## config.mk

```make
export PLATFORM = sky130hd
export DESIGN_NAME = dff_reg_rr_scheduler
export DESIGN_NICKNAME = d
export VERILOG_FILES = /design/src/rtl/dff_reg_rr_scheduler.sv
export SDC_FILE = /design/constraint.sdc
export NUM_CORES = 1
export LEC_CHECK = 0
export CORE_ASPECT_RATIO = 0.9
export CORE_MARGIN = 5
export CORE_UTILIZATION = 41
export DETAILED_ROUTE_END_ITERATION = 8
export PLACE_DENSITY = 0.83
export SETUP_SLACK_MARGIN = 0.4
export SYNTH_ARGS = -nofsm -noshare
export SYNTH_HDL_FRONTEND = slang
export SYNTH_SLANG_ARGS = --single-unit
```

## constraint.sdc

```tcl
create_clock -name Clk -period 4.3 [get_ports Clk]
set_clock_uncertainty 0.1 [all_clocks]
set_input_delay 0.86 -clock Clk [delete_from_list [all_inputs] [get_ports Clk]]
set_output_delay 0.86 -clock Clk [all_outputs]
set_load 0.01 [all_outputs]
```

## src/rtl/dff_reg_rr_scheduler.sv

```systemverilog
// Round-robin front end for one shared WIDTH-bit D/PRE/CLR register.
// It serialises load/preset/clear/read requests from NREQ requesters and returns a per-requester ack with read data.
module dff_reg_rr_scheduler #(
    parameter int NREQ  = 4,
    parameter int WIDTH = 8
) (
    input  logic                    Clk,
    input  logic                    CLR,
    input  logic [NREQ-1:0]         req,
    input  logic [2*NREQ-1:0]       op,
    input  logic [WIDTH*NREQ-1:0]   wdata,
    input  logic [WIDTH-1:0]        reg_q,
    output logic [WIDTH-1:0]        reg_d,
    output logic                    reg_load,
    output logic                    reg_pre,
    output logic                    reg_clr,
    output logic [NREQ-1:0]         gnt,
    output logic [NREQ-1:0]         ack,
    output logic [WIDTH-1:0]        rdata,
    output logic                    busy
);

    localparam int IDXW = (NREQ > 1) ? $clog2(NREQ) : 1;

    localparam logic [1:0] IDLE = 2'd0;
    localparam logic [1:0] EXEC = 2'd1;
    localparam logic [1:0] ACK  = 2'd2;

    localparam logic [1:0] OP_LOAD = 2'b00;
    localparam logic [1:0] OP_PRE  = 2'b01;
    localparam logic [1:0] OP_CLR  = 2'b10;

    logic [1:0]       state_reg;
    logic [IDXW-1:0]  last_reg;
    logic [IDXW-1:0]  win_reg;
    logic [1:0]       op_reg;
    logic [WIDTH-1:0] wdata_reg;
    logic [WIDTH-1:0] rdata_reg;

    logic [1:0]       op_arr    [NREQ];
    logic [WIDTH-1:0] wdata_arr [NREQ];

    logic             pick_valid;
    logic [IDXW-1:0]  pick_idx;
    logic [IDXW-1:0]  cand;

    logic             in_txn;
    logic             in_ack;

    assign in_txn = (state_reg == EXEC) || (state_reg == ACK);
    assign in_ack = (state_reg == ACK);

    // Per-requester views of the flat op/wdata buses plus one-hot grant and ack decode.
    generate
        for (genvar gi = 0; gi < NREQ; gi++) begin : g_req
            assign op_arr[gi]    = op[2*gi +: 2];
            assign wdata_arr[gi] = wdata[WIDTH*gi +: WIDTH];
            assign gnt[gi]       = in_txn && (win_reg == IDXW'(gi));
            assign ack[gi]       = in_ack && (win_reg == IDXW'(gi));
        end
    endgenerate

    // Scan from farthest to nearest offset so the nearest set bit after last_reg wins.
    always_comb begin
        pick_valid = 1'b0;
        pick_idx   = '0;
        cand       = '0;
        for (int k = NREQ; k >= 1; k--) begin
            cand = IDXW'((int'(last_reg) + k) % NREQ);
            if (req[cand]) begin
                pick_valid = 1'b1;
                pick_idx   = cand;
            end
        end
    end

    always_comb begin
        reg_load = 1'b0;
        reg_pre  = 1'b0;
        reg_clr  = 1'b0;
        reg_d    = '0;
        if (state_reg == EXEC) begin
            case (op_reg)
                OP_LOAD: begin
                    reg_load = 1'b1;
                    reg_d    = wdata_reg;
                end
                OP_PRE:  reg_pre = 1'b1;
                OP_CLR:  reg_clr = 1'b1;
                default: ;
            endcase
        end
    end

    assign busy  = (state_reg != IDLE);
    assign rdata = rdata_reg;

    // Pulses are decoded from state, so reset kills them without waiting for a clock edge.
    always_ff @(posedge Clk or negedge CLR) begin
        if (!CLR) begin
            state_reg <= IDLE;
            last_reg  <= IDXW'(NREQ - 1);
            win_reg   <= '0;
            op_reg    <= '0;
            wdata_reg <= '0;
            rdata_reg <= '0;
        end else begin
            case (state_reg)
                IDLE: begin
                    if (pick_valid) begin
                        win_reg   <= pick_idx;
                        last_reg  <= pick_idx;
                        op_reg    <= op_arr[pick_idx];
                        wdata_reg <= wdata_arr[pick_idx];
                        state_reg <= EXEC;
                    end
                end
                EXEC: begin
                    // Samples Q on the same edge the register updates, so this is the pre-update value.
                    rdata_reg <= reg_q;
                    state_reg <= ACK;
                end
                ACK:     state_reg <= IDLE;
                default: state_reg <= IDLE;
            endcase
        end
    end

endmodule

```

==> key figures <==
Synthesis
  • Flip-flop and latch count after synthesis: 24
  • Cell area after synthesis: 1410 um2
  • Main flop type after synthesis: sky130_fd_sc_hd__dfrtp_1
  • Number of distinct standard cells referenced by the synthesized netlist: 28
  • Seq/Total Area, Yosys: 0.429
  • Most used standard cell by instance count after synthesis: sky130_fd_sc_hd__dfrtp_1
  • Top cells by area, synth: sky130_fd_sc_hd__dfrtp_1 (39%), sky130_fd_sc_hd__mux2i_1 (14%), sky130_fd_sc_hd__mux2_2 (6.4%), sky130_fd_sc_hd__o221ai_1 (6.2%), sky130_fd_sc_hd__nand2_1 (4.8%)
  • Number of nets produced by synthesis: 190
  • Ranking of synthesized cells by instance count: sky130_fd_sc_hd__dfrtp_1 (22), sky130_fd_sc_hd__mux2i_1 (20), sky130_fd_sc_hd__nand2_1 (18)
  • Fraction of post-synthesis cell area in the top cell type by area: 0.392
  • Share of synthesized registers carrying an async set or reset: 1.00
  • Largest area contributor in the synthesized netlist: sky130_fd_sc_hd__dfrtp_1
  • Number of flops mapped to enable cells by yosys: 0
  • Avg Cell Area, Syn: 10.6 um2
  • Total number of yosys warnings: 0
  • Synth Instances: 133

GRT
  • Via count of the first global-routing pass: 1401
  • Number of antenna violations at the first check in global routing: 0
  • Total grt overflow: 0
  • Global-route total usage across every layer: 0.177
  • Pin count of the biggest net entering global routing: 25
  • Global-route wire length before repair: 6640 um

Power and ir drop
  • Switch share: 0.373
  • Areal power density over the cells: 590 nW/um2
  • Net Switching: 0.507 mW
  • Internal Dissipation: 0.851 mW
  • Power share of the clock group: 0.112
  • Power, Total: 1.36 mW
  • Seq pwr share: 0.319
  • Worst vdd ir: 259 uV
  • Share of total power in combinational logic: 0.569
  • Lkg Pwr: 0.998 nW

Setup path
  • Endpoint arrival time on the critical path: 2.35 ns
  • Startpoint of the worst register-to-register path: last_reg[0]$_DFFE_PN1P_
  • Capture point of the critical path: reg_d[3]
  • Type of the setup path with the least slack: reg -> out
  • Reg-to-reg critical path endpoint: op_reg[1]$_DFFE_PN0P_
  • Startpoint type of the worst setup path: flip-flop
  • Internal reg-to-reg setup slack: 2.05 ns
  • Endpoint kind of the worst setup timing path: output pin
  • Crit. Startpoint: state_reg[1]$_DFFE_PN0P_
  • Maximum net fanout on the critical path: 12
  • Worst r2r path cells: 6
  • Required arrival time at the worst endpoint: 3.34 ns

Die
  • Area of the core region: 3350 um2
  • Initial core utilization: 0.419
  • Count of pins on the block boundary: 82
  • Total Die Area: 4700 um2
  • Placement Rows: 20
  • Die height: 65.5 um
  • Die W: 71.7 um

Clocking
  • Depth of the CTS H-tree: 1
  • Number of buffers created by CTS: 3
  • Hold-fix buffers, CTS: 0
  • Cells resized by post-CTS repair: 0
  • Cell at the root of the clock tree: sky130_fd_sc_hd__clkbuf_8
  • CTS tree: built
  • Buffer levels on the longest clock path: 2
  • Setup Buffers After CTS: 0
  • Clock transition at the register clock pins on the worst setup and hold paths after CTS: 0.09 ns
  • Clock latency at the later pin of the worst-skew pair: 0.27 ns
  • Clk sink count: 24

Place
  • Total of buffers placed on input and output ports: 81
  • Number of instances in the placed design: 254
  • Dpl hpwl: 3220 um
  • RD Place Congestion: 0.789

Detailed routing
  • Detailed-route wire length per cell: 15.6 um
  • Via density per instance: 5.14
  • Count of antenna-violating nets left after detailed routing: 0
  • Iteration count of the initial detailed-routing pass: 4
  • Wire length after detailed routing: 4020 um
  • Via Count: 1327
  • DRC viols: 0
  • Iteration-0 DRC Markers: 39

Timing
  • Measured slew at the worst slew-check pin: 1.04 ns
  • Relative max-transition margin: 0.303
  • Final cycle utilization of the critical path: 0.769
  • Finish-stage setup viols: 0
  • RSZ-0062 raised after global routing: false
  • Sum Neg Setup Slack: 0 ns
  • Max Transition Viols Final: 0
  • Total count of hold-check failures in the final report: 0
  • Hold WS: 0.387 ns
  • Period minus WS final: 3.31 ns
  • Max Freq: 302 MHz

Worst hold path
  • Instance count along the most critical hold path: 2
  • Classification of the worst-slack hold path: reg -> reg

Layout
  • Fraction of final layout cells sized beyond drive strength 1: 0.0841
  • Filler cell count in the final layout: 264
  • Layout Area Growth over Synthesis: 63.8%
  • Count of inserted antenna diode cells: 0
  • Final layout net count: 272
  • Non-filler instance count after layout: 258
  • Area used by multi-input combinational logic: 744 um2
  • Register cell area after layout: 603 um2

Outcome
  • Result of the run: finished clean

Job
  • Total of max-cap violations: 0
==> per-layer routing <==
| metal | vias to the layer above | global-route usage | wire length (um) |
|---|---|---|---|
| li1 | 642 | - | - |
| met1 | 614 | 0.226 | 1680 |
| met2 | 67 | 0.290 | 1910 |
| met3 | 4 | 0.0550 | 381 |
| met4 | 0 | 0.0446 | 42 |
| met5 | - | 0 | 0 |
==> cells in the final DEF, fill, tap and decap left out <==
| master | n |
|---|---|
| sky130_fd_sc_hd__nor3b_1 | 3 |
| sky130_fd_sc_hd__clkdlybuf4s50_1 | 81 |
| sky130_fd_sc_hd__dfstp_2 | 2 |
| sky130_fd_sc_hd__nor4_1 | 1 |
| sky130_fd_sc_hd__o21ai_0 | 1 |
| sky130_fd_sc_hd__mux2_2 | 8 |
| sky130_fd_sc_hd__nor2_1 | 5 |
| sky130_fd_sc_hd__a21oi_2 | 1 |
| sky130_fd_sc_hd__a21oi_1 | 4 |
| sky130_fd_sc_hd__and3_1 | 2 |
| sky130_fd_sc_hd__o221ai_1 | 10 |
| sky130_fd_sc_hd__a211oi_1 | 1 |
| sky130_fd_sc_hd__and3b_1 | 4 |
| sky130_fd_sc_hd__nand2b_1 | 3 |
| sky130_fd_sc_hd__clkbuf_8 | 4 |
| sky130_fd_sc_hd__nand2_1 | 18 |
| sky130_fd_sc_hd__inv_1 | 5 |
| sky130_fd_sc_hd__or4_1 | 1 |
| sky130_fd_sc_hd__o22a_1 | 1 |
| sky130_fd_sc_hd__o22ai_1 | 2 |
| sky130_fd_sc_hd__buf_4 | 2 |
| sky130_fd_sc_hd__mux2i_1 | 20 |
| sky130_fd_sc_hd__o31ai_1 | 1 |
| sky130_fd_sc_hd__a211oi_4 | 1 |
| sky130_fd_sc_hd__and2_1 | 8 |
| sky130_fd_sc_hd__dfrtp_1 | 22 |
| sky130_fd_sc_hd__ha_1 | 3 |
==> power by group through the flow <==
stage	clock network (mW)	logic, mW	registers (mW)
after floorplan	0	0.452	0.434
after global placement	0	0.754	0.429
after detailed placement	0	0.777	0.438
after CTS	0.153	0.780	0.434
after global routing	0.162	0.843	0.451
final	0.152	0.773	0.433
==> how the worst min path moves through the flow <==
stage | start | end | slack, ns
detailed placement | wdata_reg[7]$_DFFE_PN0P_ | wdata_reg[7]$_DFFE_PN0P_ | 0.36
global placement | wdata_reg[3]$_DFFE_PN0P_ | wdata_reg[3]$_DFFE_PN0P_ | 0.37
floorplan | wdata_reg[0]$_DFFE_PN0P_ | wdata_reg[0]$_DFFE_PN0P_ | 0.35
CTS | wdata_reg[7]$_DFFE_PN0P_ | wdata_reg[7]$_DFFE_PN0P_ | 0.39
finish | wdata_reg[7]$_DFFE_PN0P_ | wdata_reg[7]$_DFFE_PN0P_ | 0.39
global route | rdata[1]$_DFFE_PN0P_ | rdata[1]$_DFFE_PN0P_ | 0.42
==> final cells by class <==
cell class	count	area share
inverters	5	0.00815
multi-input cells	98	0.323
repair buffers	83	0.359
clock buffers	4	0.0239
flip-flops and latches	24	0.262
well taps	44	0.0239
==> worst max-delay path, stage by stage (launching register included) <==
cell                              delay [ns]
sky130_fd_sc_hd__dfrtp_1                0.40
sky130_fd_sc_hd__inv_1                  0.10
sky130_fd_sc_hd__ha_1                   0.45
sky130_fd_sc_hd__nor3b_1                0.24
sky130_fd_sc_hd__buf_4                  0.19
sky130_fd_sc_hd__and2_1                 0.15
sky130_fd_sc_hd__clkdlybuf4s50_1        0.54
==> through the flow <==
step                worst slack, ns  instance area [um2]  utilization
detailed placement             1.21                 2250        0.670
CTS                           0.987                 2300        0.687
global route                  0.840                 2300        0.687
floorplan                      1.86                 1410            -
finish                        0.993                 2300        0.687
global placement               1.31                 2250        0.670
==> logic make-up (layout without fill, tap and decap cells) <==
kind of cell	count (synthesis)	after routing	synth area share
and+or+nand+nor	45	45	0.170
muxes	28	28	0.207
DFF	24	24	0.429
AOI/OAI and AO/OA	22	22	0.126
buffers and inverters	11	92	0.0410
adders and majority gates	3	3	0.0267
Note: power is estimated with default switching activity, not from simulation.
